**src/rtl/clkdiv_bank.sv**
```systemverilog
// Bank of independent programmable clock dividers with shadowed configuration.
// A new divisor/high-time takes effect only at a period boundary, on disable, or on sync.
module clkdiv_bank #(
  parameter int unsigned CH      = 4,
  parameter int unsigned W       = 32,
  parameter int unsigned DEF_DIV = 201,
  parameter int unsigned DEF_HI  = 101
) (
  input  logic                                   CLK_IN,
  input  logic                                   clr_n,
  input  logic [CH-1:0]                          en,
  input  logic                                   sync,
  input  logic                                   wr_en,
  input  logic [((CH > 1) ? $clog2(CH) : 1)-1:0] wr_ch,
  input  logic [W-1:0]                           wr_div,
  input  logic [W-1:0]                           wr_hi,
  output logic [CH-1:0]                          CLK_OUT,
  output logic [CH-1:0]                          tick,
  output logic [CH-1:0]                          pend
);

  logic [W-1:0]  r_div_a [CH];
  logic [W-1:0]  r_hi_a  [CH];
  logic [W-1:0]  r_div_s [CH];
  logic [W-1:0]  r_hi_s  [CH];
  logic [W-1:0]  r_cnt   [CH];
  logic [CH-1:0] r_clk;
  logic [CH-1:0] r_tick;
  logic [CH-1:0] r_pend;

  logic [W-1:0]  w_div_a_nx [CH];
  logic [W-1:0]  w_hi_a_nx  [CH];
  logic [W-1:0]  w_div_s_nx [CH];
  logic [W-1:0]  w_hi_s_nx  [CH];
  logic [W-1:0]  w_cnt_nx   [CH];
  logic [CH-1:0] w_hit;
  logic [CH-1:0] w_wrap;
  logic [CH-1:0] w_apply;
  logic [CH-1:0] w_clk_nx;
  logic [CH-1:0] w_tick_nx;
  logic [CH-1:0] w_pend_nx;
  logic [31:0]   w_wr_idx;
  logic          w_wr_ok;

  assign w_wr_idx = 32'(wr_ch);
  assign w_wr_ok  = wr_en && (w_wr_idx < CH);

  always_comb begin
    w_hit     = '0;
    w_wrap    = '0;
    w_apply   = '0;
    w_clk_nx  = '0;
    w_tick_nx = '0;
    w_pend_nx = '0;
    for (int unsigned i = 0; i < CH; i++) begin
      w_hit[i]   = w_wr_ok && (w_wr_idx == i);
      w_wrap[i]  = (r_cnt[i] == r_div_a[i]);
      w_apply[i] = !en[i] || sync || w_wrap[i];
      // A write colliding with an apply bypasses the shadow straight into the active regs.
      w_div_s_nx[i] = w_hit[i] ? wr_div : r_div_s[i];
      w_hi_s_nx[i]  = w_hit[i] ? wr_hi  : r_hi_s[i];
      w_div_a_nx[i] = w_apply[i] ? w_div_s_nx[i] : r_div_a[i];
      w_hi_a_nx[i]  = w_apply[i] ? w_hi_s_nx[i]  : r_hi_a[i];
      w_pend_nx[i]  = !w_apply[i] && (w_hit[i] || r_pend[i]);
      if (!en[i]) begin
        w_cnt_nx[i] = w_div_a_nx[i];
      end else if (sync || w_wrap[i]) begin
        w_cnt_nx[i] = '0;
      end else begin
        w_cnt_nx[i] = r_cnt[i] + W'(1);
      end
      w_tick_nx[i] = en[i] && (sync || w_wrap[i]);
      w_clk_nx[i]  = en[i] && (w_cnt_nx[i] < w_hi_a_nx[i]);
    end
  end

  always_ff @(posedge CLK_IN or negedge clr_n) begin
    if (!clr_n) begin
      for (int unsigned i = 0; i < CH; i++) begin
        r_div_a[i] <= W'(DEF_DIV);
        r_div_s[i] <= W'(DEF_DIV);
        r_hi_a[i]  <= W'(DEF_HI);
        r_hi_s[i]  <= W'(DEF_HI);
        r_cnt[i]   <= W'(DEF_DIV);
      end
      r_clk  <= '0;
      r_tick <= '0;
      r_pend <= '0;
    end else begin
      for (int unsigned i = 0; i < CH; i++) begin
        r_div_a[i] <= w_div_a_nx[i];
        r_div_s[i] <= w_div_s_nx[i];
        r_hi_a[i]  <= w_hi_a_nx[i];
        r_hi_s[i]  <= w_hi_s_nx[i];
        r_cnt[i]   <= w_cnt_nx[i];
      end
      r_clk  <= w_clk_nx;
      r_tick <= w_tick_nx;
      r_pend <= w_pend_nx;
    end
  end

  assign CLK_OUT = r_clk;
  assign tick    = r_tick;
  assign pend    = r_pend;

endmodule

```
**config.mk**
```make
export PLATFORM = sky130hd
export DESIGN_NAME = clkdiv_bank
export DESIGN_NICKNAME = d
export VERILOG_FILES = /design/src/rtl/clkdiv_bank.sv
export SDC_FILE = /design/constraint.sdc
export NUM_CORES = 1
export LEC_CHECK = 0
export CORE_ASPECT_RATIO = 1.2
export CORE_MARGIN = 2
export CORE_UTILIZATION = 58
export CTS_CLUSTER_SIZE = 8
export DETAILED_ROUTE_END_ITERATION = 6
export PLACE_DENSITY = 0.79
export SYNTH_ARGS = -nofsm -noshare
export SYNTH_HDL_FRONTEND = slang
export SYNTH_SLANG_ARGS = --single-unit
```
**constraint.sdc**
```tcl
create_clock -name CLK_IN -period 3.9 [get_ports CLK_IN]
set_input_delay 0.78 -clock CLK_IN [delete_from_list [all_inputs] [get_ports CLK_IN]]
set_output_delay 0.78 -clock CLK_IN [all_outputs]
set_load 0.01 [all_outputs]
```
* Yosys cells after proc, flatten, opt, wreduce, memory -nomap -nowiden
Index checks and enable logic that the tools add are counted.
** Storage, ports and cells
- Output and inout bits :: 12
- Logic and storage cells :: 105
- Input bits :: 74
- Register bits after elaboration :: 652
** Cells by class
- Multiplexer cells :: 24
- $lt $le $gt $ge :: 5
- Eq/ne operators :: 7
- $add $sub $neg :: 4
- Reductions and logical operators :: 42
** Operators by type and width (count)
- 2-to-1 mux 32 bit :: 24
- adder 32 x 1 -> 32 bit (second input constant) :: 4
- equality test 32 bit :: 4
- < comparator 32 bit :: 4
- logical NOT 32 bit :: 1
- logical AND 1 bit :: 17
- logical OR 1 bit :: 16
- logical NOT 1 bit :: 8
- equality test 2 bit (second input constant) :: 2
- < comparator 2 x 3 -> 1 bit (second input constant) :: 1
- equality test 2 x 1 -> 1 bit (second input constant) :: 1

* Depth between registers and ports, before layout
Gate-level depths: netlist of run 1.
- Word-level depth :: 8
- Gate-level depth with buffers :: 18
- Mapped depth without buffers :: 15

* Least setup slack after synthesis of run 1
Ideal clock, no wire load.
- Path type :: input-to-reg
- Start :: in wr_ch[0] in the netlist's numbering
- End :: reg r_clk[2] (netlist: CLK_OUT[2])
- Buffers on the path :: 3
- Data required time :: 3.779 ns
- Arrival time :: 3.554 ns
- Setup time :: 0.121 ns
- Setup slack :: 0.225 ns
- Stages on the path :: 14
- Cell sequence :: nand3b_1 -> buf_2 -> buf_2 -> buf_2 -> mux2i_1 -> o22ai_1 -> ha_1 -> nand4_1 -> nor3_1 -> nand2_1 -> or3_1 -> nor3_1 -> o221ai_1 -> and4b_1
** RTL lines
- start, declared :: RTL line 14 : input logic [((CH > 1) ? $clog2(CH) : 1)-1:0] wr_ch,
- end signal, assigned :: RTL line 97 : r_clk <= w_clk_nx;
- end, declared :: RTL line 27 : logic [CH-1:0] r_clk;

* Worst setup path after layout of run 1
- Start :: reg r_cnt[69] in the netlist's numbering
- End :: reg r_clk[1] (netlist: CLK_OUT[1])
** On the way
- Word-level cells in the longest chain between the ends :: 6
- Elaborated cells on any way between the ends :: 10
- Those cells by class :: add/sub: 1; order compare: 1; eq/ne: 1; mux: 4; reduce/logical: 3
** Ends and longest elaborated chain
- start, declared :: RTL line 26 : logic [W-1:0] r_cnt [CH];
- start signal, assigned by index :: RTL line 84 : r_cnt[i] <= W'(DEF_DIV);
- start signal, assigned by index :: RTL line 95 : r_cnt[i] <= w_cnt_nx[i];
- parallel branches: the longest is 4 deep, another holds adder 32 x 1 -> 32 bit
- < comparator 32 bit (*) :: RTL line 73 : w_clk_nx[i] = en[i] && (w_cnt_nx[i] < w_hi_a_nx[i]);
- logical AND 1 bit (*) :: RTL line 73
- named net w_clk_nx[1] :: RTL line 39 : logic [CH-1:0] w_clk_nx;
Mark *: on every way through the listed nets, which the timed path passes.

==> report_table.html, run 1 <==
<table>
<tr><th>Metric</th><th>Value</th></tr>
<tr><th colspan="2">Die</th></tr>
<tr><td>Die area</td><td>56200 um^2</td></tr>
<tr><td>Die outline height</td><td>259 um</td></tr>
<tr><td>Total core area</td><td>53600 um^2</td></tr>
<tr><td>Ports placed on the boundary</td><td>86</td></tr>
<tr><td>Row Count</td><td>93</td></tr>
<tr><td>X dimension of the die</td><td>217 um</td></tr>
<tr><td>Initial standard-cell utilization of the core</td><td>0.587</td></tr>
<tr><th colspan="2">Timing</th></tr>
<tr><td>F_max</td><td>254 MHz</td></tr>
<tr><td>Actual transition at the worst max-transition pin</td><td>0.701 ns</td></tr>
<tr><td>Setup slack of the critical path after layout</td><td>-0.0355 ns</td></tr>
<tr><td>RSZ-0062 raised after global routing</td><td>yes</td></tr>
<tr><td>Final cycle utilization of the critical path</td><td>1.01</td></tr>
<tr><td>Final setup violating endpoints</td><td>1</td></tr>
<tr><td>Final count of hold timing violations</td><td>0</td></tr>
<tr><td>Rel. slew slack</td><td>0.531</td></tr>
<tr><td>Aggregate negative setup slack</td><td>-0.0355 ns</td></tr>
<tr><td>Shortest period the worst path allows</td><td>3.94 ns</td></tr>
<tr><td>Setup clock skew after layout</td><td>0.0353 ns</td></tr>
<tr><td>Slew Viols, Final</td><td>0</td></tr>
<tr><th colspan="2">Logic synthesis</th></tr>
<tr><td>Cells after synthesis</td><td>2887</td></tr>
<tr><td>Share of async-settable or async-resettable flops after synthesis</td><td>1.00</td></tr>
<tr><td>Post-synth EDFFs</td><td>0</td></tr>
<tr><td>Average size of a mapped cell</td><td>10.9 um^2</td></tr>
<tr><td>Distinct cells, synth</td><td>56</td></tr>
<tr><td>Synth Register Bits</td><td>652</td></tr>
<tr><td>Xor-xnor portion of the synthesized cell area</td><td>0.0689</td></tr>
<tr><td>Net count after synthesis</td><td>3089</td></tr>
<tr><td>Share of cell area taken by muxes after synthesis</td><td>0.111</td></tr>
<tr><td>Main flop type after synthesis</td><td>dfrtp_1</td></tr>
<tr><td>Arithmetic-cell share of the synthesized area counting full adders, half adders and majority gates</td><td>0.0508</td></tr>
<tr><td>Total standard cell area after synthesis</td><td>31500 um^2</td></tr>
<tr><td>Combinational family with the most area after synthesis</td><td>multiplexers</td></tr>
<tr><td>Warnings from Yosys</td><td>0</td></tr>
<tr><td>Complex-gate fraction of the synthesized area</td><td>0.104</td></tr>
<tr><td>Simple-gate area share of the yosys netlist</td><td>0.102</td></tr>
<tr><td>Share of the yosys chip area belonging to registers</td><td>0.521</td></tr>
<tr><th colspan="2">Worst setup path</th></tr>
<tr><td>Arrival time of data at the critical path endpoint</td><td>4.49 ns</td></tr>
<tr><td>Type of element capturing the critical path</td><td>register</td></tr>
<tr><td>Worst reg2reg startpoint</td><td>r_cnt[69]</td></tr>
<tr><td>Depth of the worst register-to-register path</td><td>18</td></tr>
<tr><td>End of the worst register-to-register path</td><td>CLK_OUT[1]</td></tr>
<tr><td>Cell breakdown of the critical path</td><td>xnor2_2 &gt; buf_4 &gt; nand4_1 &gt; nor4_4 &gt; a21oi_4 &gt; nand2_4 &gt; buf_6 &gt; buf_12 &gt; nand2b_1 &gt; o21ai_2 &gt; ha_4 &gt; a21oi_2 &gt; nor2b_1 &gt; o21ai_1 &gt; nand2_1 &gt; or4_4 &gt; a2111oi_4 &gt; or3_1</td></tr>
<tr><td>Type of origin of the critical path</td><td>register</td></tr>
<tr><td>Cell with the largest stage delay on the worst path</td><td>or4_4</td></tr>
<tr><td>Worst path max stage delay</td><td>0.58 ns</td></tr>
<tr><td>WP data required</td><td>4.46 ns</td></tr>
<tr><td>Setup slack, reg-to-reg</td><td>-0.04 ns</td></tr>
<tr><td>Start-to-end type of the worst setup path</td><td>reg2reg</td></tr>
<tr><td>CP Max Fanout</td><td>7</td></tr>
<tr><th colspan="2">Power</th></tr>
<tr><td>Worst VDD drop</td><td>0.000440 V</td></tr>
<tr><td>Net switching component of the power</td><td>6.46 mW</td></tr>
<tr><td>Flop pwr share</td><td>0.412</td></tr>
<tr><td>Portion of total power attributed to the clock network</td><td>0.342</td></tr>
<tr><td>Power, Total</td><td>21.6 mW</td></tr>
<tr><td>Internal Pwr Total</td><td>15.1 mW</td></tr>
<tr><td>Sw Ratio</td><td>0.299</td></tr>
<tr><td>Leak Pwr</td><td>18.3 nW</td></tr>
<tr><td>Relative contribution of combinational cells to total power</td><td>0.247</td></tr>
<tr><td>P per Cell Area</td><td>545 nW/um^2</td></tr>
<tr><th colspan="2">Clock network</th></tr>
<tr><td>CTS Sinks</td><td>652</td></tr>
<tr><td>Clock-pin slew of the registers on the worst-case setup and hold paths</td><td>0.05 ns</td></tr>
<tr><td>Latest clock arrival within the worst-skew pair</td><td>0.65 ns</td></tr>
<tr><td>TritonCTS clock tree</td><td>yes</td></tr>
<tr><td>Hold-fix buffers at CTS</td><td>0</td></tr>
<tr><td>Clock Tree Root</td><td>clkbuf_16</td></tr>
<tr><td>CTS H-Tree Depth</td><td>3</td></tr>
<tr><td>Number of buffers on the longest clock path</td><td>3</td></tr>
<tr><td>Number of clock buffers inserted by TritonCTS</td><td>91</td></tr>
<tr><th colspan="2">Cells and area</th></tr>
<tr><td>Most common cell after layout, fill and taps aside</td><td>dfrtp_1</td></tr>
<tr><td>Area added between synthesis and finish</td><td>25.6%</td></tr>
<tr><td>Final instance count without filler cells</td><td>4146</td></tr>
<tr><td>Net total in the final layout</td><td>3575</td></tr>
<tr><td>Highest-count cells in the layout ignoring fill and taps</td><td>572 x dfrtp_1, 392 x buf_4, 217 x nand2_1, 181 x mux2_2, 179 x xnor2_1</td></tr>
<tr><td>Share of post-route cells with drive strength above 1</td><td>0.261</td></tr>
<tr><th colspan="2">Route</th></tr>
<tr><td>Drt initial violations</td><td>2010</td></tr>
<tr><td>Count of antenna-violating nets left after detailed routing</td><td>0</td></tr>
<tr><td>Number of design rule violations left after detail routing</td><td>0</td></tr>
<tr><td>Average vias per placed instance</td><td>5.90</td></tr>
<tr><td>First-pass DRT Iterations</td><td>5</td></tr>
<tr><td>Routed via count</td><td>24400</td></tr>
<tr><td>Routed length per placed instance</td><td>23.3 um</td></tr>
<tr><td>Sum of routed wire length over all layers</td><td>96700 um</td></tr>
<tr><th colspan="2">Placed design</th></tr>
<tr><td>Cell Count Post-Placement</td><td>3964</td></tr>
<tr><td>Final weighted congestion of routability-driven global placement</td><td>0.962</td></tr>
<tr><td>Detailed-placement wirelength estimate</td><td>68800 um</td></tr>
<tr><td>Port Buffers</td><td>85</td></tr>
<tr><th colspan="2">Global routing</th></tr>
<tr><td>Wire length of the first global-routing pass</td><td>144000 um</td></tr>
<tr><td>Largest net degree at the start of global routing</td><td>108</td></tr>
<tr><td>Total congestion overflow after global routing</td><td>0</td></tr>
<tr><td>Total routing resource utilization after global routing</td><td>0.340</td></tr>
<tr><td>Number of global-route vias before repair</td><td>25400</td></tr>
<tr><td>Initial antenna violation count</td><td>3</td></tr>
<tr><th colspan="2">Hold path</th></tr>
<tr><td>Class of the tightest hold or removal check</td><td>in2async</td></tr>
<tr><th colspan="2">Run status</th></tr>
<tr><td>Outcome</td><td>finished, violations left</td></tr>
<tr><td>Failing checks</td><td>negative setup slack</td></tr>
<tr><th colspan="2">Job</th></tr>
<tr><td>Number of violations of the max-capacitance limit</td><td>0</td></tr>
</table>
-- sequential cells by signal (all words and copies together), names as in the netlist --
register,cells
tick,4
r_div_a,128
r_hi_s,128
r_div_s,128
pend,4
CLK_OUT,4
r_cnt,128
r_hi_a,128
-- repair_timing --
item                                    CTS  global route
gates resized for setup                  33            95
pin swaps                                 8            41
setup buffers                             1            21
endpoints found under the setup margin    4             4
gates cloned                              0             6
-- cell families after synthesis --
logic type | count (synthesis)
simple gates | 677
flops | 652
compound gates | 551
mux | 328
buf+inv | 303
xor+xnor | 248
fa+ha+maj | 128
-- cell usage after synthesis (26+ instances only) --
master,n,share of area
dfrtp_1,572,0.45
nand2_1,219,0.026
xnor2_1,189,0.053
nor2_1,182,0.022
mux2_2,181,0.065
a21oi_1,175,0.028
inv_1,164,0.020
o21ai_0,148,0.024
mux2i_1,147,0.047
ha_1,128,0.051
o21a_1,125,0.030
nand4_1,87,0.017
dfstp_2,80,0.067
buf_2,69,0.011
xor2_1,59,0.016
nand3_1,58,0.0092
o22ai_1,57,0.011
clkbuf_1,42,0.0050
nand2b_1,34,0.0068
a21o_1,26,0.0062
-- how the worst max path moves through the flow --
stage / from / to / slack, ns / depth (start not counted)
2_1_floorplan: wr_ch[0] / CLK_OUT[2] / 0.22 / 14
3_3_place_gp: wr_en / CLK_OUT[0] / -0.51 / 15
3_5_place_dp: wr_en / CLK_OUT[0] / -0.55 / 15
4_1_cts: r_cnt[7] / CLK_OUT[3] / 0.01 / 17
5_1_grt: r_cnt[69] / CLK_OUT[1] / -0.18 / 18
6_report: r_cnt[69] / CLK_OUT[1] / -0.04 / 18
-- worst max-delay path, delay by kind of cell (launching register included) --
| family | cells | cell delay (ns) |
|---|---|---|
| flip-flops | 1 | 0.41 |
| AO/OA/AOI/OAI | 5 | 0.76 |
| XOR/XNOR | 1 | 0.22 |
| AND/OR/NAND/NOR | 8 | 1.79 |
| buffers and inverters | 3 | 0.43 |
| adder cells (fa/ha/maj) | 1 | 0.23 |
-- through the flow --
| stage | area [um^2] | hold slack, ns | utilization | worst slack (ns) |
|---|---|---|---|---|
| after global placement | 36100 | 0.459 | 0.673 | -0.513 |
| after detailed placement | 36100 | 0.465 | 0.673 | -0.550 |
| after global routing | 39600 | 0.173 | 0.738 | -0.185 |
| after floorplan | 31500 | 0.447 | - | 0.225 |
| final | 39600 | 0.149 | 0.738 | -0.0355 |
| after CTS | 38900 | 0.118 | 0.725 | 0.0133 |
-- area by class of cell --
class,instances,area (um^2)
sequential,652,16400
multi-input combinational,1932,14200
fill,3443,14100
timing repair buffer,532,4790
clock buffer,148,2580
tap,712,891
inverter,164,616
clock inverter,4,57.6
antenna,2,5.00
-- power by group through the flow --
stage / sequential [mW] / combinational, mW / clock (mW)
2_1_floorplan: 8.74 / 2.87 / 0
3_3_place_gp: 8.85 / 4.79 / 0
3_5_place_dp: 8.93 / 4.98 / 0
4_1_cts: 8.86 / 5.10 / 7.42
5_1_grt: 9.00 / 5.75 / 7.75
6_report: 8.89 / 5.33 / 7.38
-- layer usage --
layer | share of wire | wire length [um] | GRT usage | vias up
li1 | - | - | - | 11000
met1 | 0.39 | 37700 | 0.420 | 12200
met2 | 0.48 | 46100 | 0.562 | 940
met3 | 0.061 | 5860 | 0.0486 | 305
met4 | 0.073 | 7010 | 0.220 | 2
met5 | 0.00021 | 20 | 0 | -
(Power assumes the default switching activity.)
==> run 2, diff against run 1 <==
Settings changed: ABC_AREA set to 1.
==> run 2 against run 1 <==
Net effect:
- the flow now finishes without violations
- first-iteration DRC count increased by 14%
- area after synthesis up 0.59%
- global-route usage decreased by 0.38 points
- via count is 7.1% higher
- setup slack better by 0.24 ns
- critical path type unchanged
- largest power group unchanged
==> report_table.html, run 2 <==
<table>
<tr><th>Metric</th><th>Value</th></tr>
<tr><th colspan="2">Logic synthesis</th></tr>
<tr><td>Share of the yosys chip area belonging to registers</td><td>0.518</td></tr>
<tr><td>Commonest cells post-synth</td><td>1004 x nand2_1, 572 x dfrtp_1, 514 x o21ai_0</td></tr>
<tr><td>Top post-synthesis cells by area</td><td>dfrtp_1 45%, nand2_1 12%, o21ai_0 8.1%</td></tr>
<tr><td>Cells after synthesis</td><td>3709</td></tr>
<tr><td>Share of async-settable or async-resettable flops after synthesis</td><td>1.00</td></tr>
<tr><td>Net count after synthesis</td><td>3911</td></tr>
<tr><td>Post-synth EDFFs</td><td>0</td></tr>
<tr><td>Main flop type after synthesis</td><td>dfrtp_1</td></tr>
<tr><td>Cell with the most instances after synthesis</td><td>nand2_1</td></tr>
<tr><td>Warnings from Yosys</td><td>0</td></tr>
<tr><td>Total standard cell area after synthesis</td><td>31700 um^2</td></tr>
<tr><td>Library cell occupying the most area in the post-synthesis netlist</td><td>dfrtp_1</td></tr>
<tr><td>Area share of the largest cell type after synthesis</td><td>0.452</td></tr>
<tr><td>Average size of a mapped cell</td><td>8.55 um^2</td></tr>
<tr><td>Distinct cells, synth</td><td>51</td></tr>
<tr><td>Synth Register Bits</td><td>652</td></tr>
<tr><th colspan="2">Worst setup path</th></tr>
<tr><td>CP Buf/Inv Count</td><td>3</td></tr>
<tr><td>Type of element capturing the critical path</td><td>register</td></tr>
<tr><td>CP delay by family, top</td><td>simple AND/OR/NAND/NOR gates</td></tr>
<tr><td>CP Max Fanout</td><td>4</td></tr>
<tr><td>Setup slack, reg-to-reg</td><td>0.21 ns</td></tr>
<tr><td>Arrival time of data at the critical path endpoint</td><td>4.20 ns</td></tr>
<tr><td>End of the worst register-to-register path</td><td>CLK_OUT[1]</td></tr>
<tr><td>Setup crit start</td><td>r_cnt[64]</td></tr>
<tr><td>Type of origin of the critical path</td><td>register</td></tr>
<tr><td>Cell breakdown of the critical path</td><td>nand3_2 &gt; nor4_4 &gt; buf_4 &gt; nand2_1 &gt; nor2_1 &gt; inv_1 &gt; nor2_2 &gt; nand3_1 &gt; nor3_1 &gt; nand2_1 &gt; a22o_1 &gt; ha_1 &gt; nand4_1 &gt; nor4_2 &gt; inv_1 &gt; nor4_1 &gt; a21oi_1</td></tr>
<tr><td>Critical path destination</td><td>CLK_OUT[1]</td></tr>
<tr><td>Worst path max stage delay</td><td>0.55 ns</td></tr>
<tr><td>WP data required</td><td>4.41 ns</td></tr>
<tr><td>Worst reg2reg startpoint</td><td>r_cnt[64]</td></tr>
<tr><td>Start-to-end type of the worst setup path</td><td>reg2reg</td></tr>
<tr><td>Depth of the worst register-to-register path</td><td>17</td></tr>
<tr><td>Cell with the largest stage delay on the worst path</td><td>dfstp_2</td></tr>
<tr><td>Total number of cells along the worst setup path</td><td>17</td></tr>
<tr><th colspan="2">Global routing</th></tr>
<tr><td>Number of global-route vias before repair</td><td>25900</td></tr>
<tr><td>Total congestion overflow after global routing</td><td>0</td></tr>
<tr><td>Initial antenna violation count</td><td>13</td></tr>
<tr><td>Largest net degree at the start of global routing</td><td>109</td></tr>
<tr><td>Total routing resource utilization after global routing</td><td>0.336</td></tr>
<tr><td>Wire length of the first global-routing pass</td><td>144000 um</td></tr>
<tr><th colspan="2">Clock network</th></tr>
<tr><td>Clock-pin slew of the registers on the worst-case setup and hold paths</td><td>0.05 ns</td></tr>
<tr><td>Number of buffers on the longest clock path</td><td>3</td></tr>
<tr><td>Number of clock buffers inserted by TritonCTS</td><td>91</td></tr>
<tr><td>CTS Sinks</td><td>652</td></tr>
<tr><td>CTS H-Tree Depth</td><td>3</td></tr>
<tr><td>TritonCTS clock tree</td><td>yes</td></tr>
<tr><td>Latest clock arrival within the worst-skew pair</td><td>0.64 ns</td></tr>
<tr><td>Clock Tree Root</td><td>clkbuf_16</td></tr>
<tr><th colspan="2">Route</th></tr>
<tr><td>Routed via count</td><td>26200</td></tr>
<tr><td>Routed length per placed instance</td><td>20.0 um</td></tr>
<tr><td>Drt initial violations</td><td>2285</td></tr>
<tr><td>Number of design rule violations left after detail routing</td><td>0</td></tr>
<tr><td>Count of antenna-violating nets left after detailed routing</td><td>0</td></tr>
<tr><td>Average vias per placed instance</td><td>5.62</td></tr>
<tr><td>First-pass DRT Iterations</td><td>6</td></tr>
<tr><td>Sum of routed wire length over all layers</td><td>93500 um</td></tr>
<tr><th colspan="2">Cells and area</th></tr>
<tr><td>Share of post-route cells with drive strength above 1</td><td>0.128</td></tr>
<tr><td>Most common cell after layout, fill and taps aside</td><td>nand2_1</td></tr>
<tr><td>Post-Route Utilization</td><td>0.686</td></tr>
<tr><td>Net total in the final layout</td><td>4068</td></tr>
<tr><td>Area added between synthesis and finish</td><td>16.6%</td></tr>
<tr><td>Final instance count without filler cells</td><td>4663</td></tr>
<tr><td>Final Cell Area</td><td>36900 um^2</td></tr>
<tr><td>Highest-count cells in the layout ignoring fill and taps</td><td>995 x nand2_1, 572 x dfrtp_1, 512 x o21ai_0, 460 x inv_1</td></tr>
<tr><th colspan="2">Die</th></tr>
<tr><td>Die area</td><td>56500 um^2</td></tr>
<tr><td>Ports placed on the boundary</td><td>86</td></tr>
<tr><td>Total core area</td><td>53900 um^2</td></tr>
<tr><td>Initial standard-cell utilization of the core</td><td>0.588</td></tr>
<tr><td>Die outline height</td><td>260 um</td></tr>
<tr><td>X dimension of the die</td><td>217 um</td></tr>
<tr><td>Row Count</td><td>93</td></tr>
<tr><th colspan="2">Power</th></tr>
<tr><td>Portion of total power attributed to the clock network</td><td>0.376</td></tr>
<tr><td>Sw Ratio</td><td>0.301</td></tr>
<tr><td>Flop pwr share</td><td>0.430</td></tr>
<tr><td>Worst VDD drop</td><td>0.000431 V</td></tr>
<tr><td>Net switching component of the power</td><td>5.95 mW</td></tr>
<tr><td>Power, Total</td><td>19.7 mW</td></tr>
<tr><td>P per Cell Area</td><td>534 nW/um^2</td></tr>
<tr><td>Internal Pwr Total</td><td>13.8 mW</td></tr>
<tr><td>Leak Pwr</td><td>17.9 nW</td></tr>
<tr><td>Relative contribution of combinational cells to total power</td><td>0.194</td></tr>
<tr><th colspan="2">Hold path</th></tr>
<tr><td>Class of the tightest hold or removal check</td><td>in2async</td></tr>
<tr><th colspan="2">Timing</th></tr>
<tr><td>Slew Viols, Final</td><td>0</td></tr>
<tr><td>Final count of hold timing violations</td><td>0</td></tr>
<tr><td>Shortest period the worst path allows</td><td>3.69 ns</td></tr>
<tr><td>F_max</td><td>271 MHz</td></tr>
<tr><td>Final cycle utilization of the critical path</td><td>0.947</td></tr>
<tr><td>Final setup violating endpoints</td><td>0</td></tr>
<tr><td>Actual transition at the worst max-transition pin</td><td>0.629 ns</td></tr>
<tr><td>Rel. slew slack</td><td>0.580</td></tr>
<tr><td>Setup clock skew after layout</td><td>0.0186 ns</td></tr>
<tr><th colspan="2">Placed design</th></tr>
<tr><td>Final weighted congestion of routability-driven global placement</td><td>0.967</td></tr>
<tr><td>Cell Count Post-Placement</td><td>4478</td></tr>
<tr><td>Area after detailed placement</td><td>34100 um^2</td></tr>
<tr><td>Detailed-placement wirelength estimate</td><td>64400 um</td></tr>
<tr><td>Port Buffers</td><td>85</td></tr>
<tr><th colspan="2">Run status</th></tr>
<tr><td>Outcome</td><td>complete, no violations</td></tr>
<tr><th colspan="2">Job</th></tr>
<tr><td>Number of violations of the max-capacitance limit</td><td>0</td></tr>
</table>
==> run 2: cell count changes in the layout (fill, tap and decap cells not counted), sizes merged, moves of 99 or more <==
cell / before / now
a21oi: 176 / 77
buf: 446 / 118
inv: 165 / 471
mux2: 181 / 1
mux2i: 147 / 0
nand2: 221 / 1008
o21a: 125 / 0
o21ai: 148 / 534
or2: 2 / 130
==> run 2: worst min-delay path by stage <==
stage                             end         from  slack (ns)
after floorplan           r_hi_s[100]  r_hi_s[100]        0.45
after global placement      r_hi_s[9]    r_hi_s[9]        0.47
after detailed placement  r_hi_s[127]  r_hi_s[127]        0.48
after CTS                  r_hi_a[17]        clr_n        0.13
after global routing      r_div_s[22]        clr_n        0.16
final                     r_div_s[22]        clr_n        0.12
==> run 2: power by group through the flow <==
stage               registers (mW)  logic [mW]  clock network (mW)
floorplan                     8.42        2.46                   0
global placement              8.52        3.59                   0
detailed placement            8.56        3.71                   0
CTS                           8.47        3.77                7.47
global route                  8.59        4.31                7.76
finish                        8.50        3.83                7.42
==> run 2: cell families after synthesis <==
group,Yosys count,share of synthesized area
simple gates,1474,0.200
compound gates,707,0.121
flops,652,0.518
buf+inv,610,0.0728
xor+xnor,137,0.0379
fa+ha+maj,128,0.0505
mux,1,0.000355
==> run 2: per-stage QoR <==
| stage | setup slack [ns] | hold slack [ns] | setup TNS, ns |
|---|---|---|---|
| after global placement | 0.110 | 0.470 | 0 |
| after detailed placement | 0.0289 | 0.477 | 0 |
| after CTS | 0.0755 | 0.126 | 0 |
| after global routing | -0.0289 | 0.160 | -0.0694 |
| final | 0.208 | 0.125 | 0 |
| after floorplan | 0.621 | 0.454 | 0 |
==> run 2: repair_timing <==
item	4_1_cts	5_1_grt
gates resized for setup	0	31
buffers inserted	0	7
setup endpoints to repair	0	4
endpoints found under the hold margin	0	0
hold buffers	0	0
==> run 2: final cells by class <==
type	instances	area (um^2)
antenna	11	27.5
inverter	472	1770
fill	4057	16900
timing repair buffer	202	2050
clock inverter	5	58.8
multi-input combinational	2447	13100
clock buffer	162	2600
tap	712	891
sequential	652	16400
==> run 2: worst reg2reg max path: stages (launching register included) <==
cell	delay, ns
dfstp_2	0.55
nand3_2	0.13
nor4_4	0.39
buf_4	0.18
nand2_1	0.08
nor2_1	0.19
inv_1	0.07
nor2_2	0.18
nand3_1	0.14
nor3_1	0.24
nand2_1	0.09
a22o_1	0.27
ha_1	0.35
nand4_1	0.15
nor4_2	0.21
inv_1	0.07
nor4_1	0.19
a21oi_1	0.10
==> run 2: per-layer routing <==
| layer | part of all wire | GRT usage |
|---|---|---|
| met3 | 0.079 | 0.0689 |
| met1 | 0.39 | 0.425 |
| met5 | 0 | 0 |
| met4 | 0.069 | 0.225 |
| met2 | 0.46 | 0.524 |
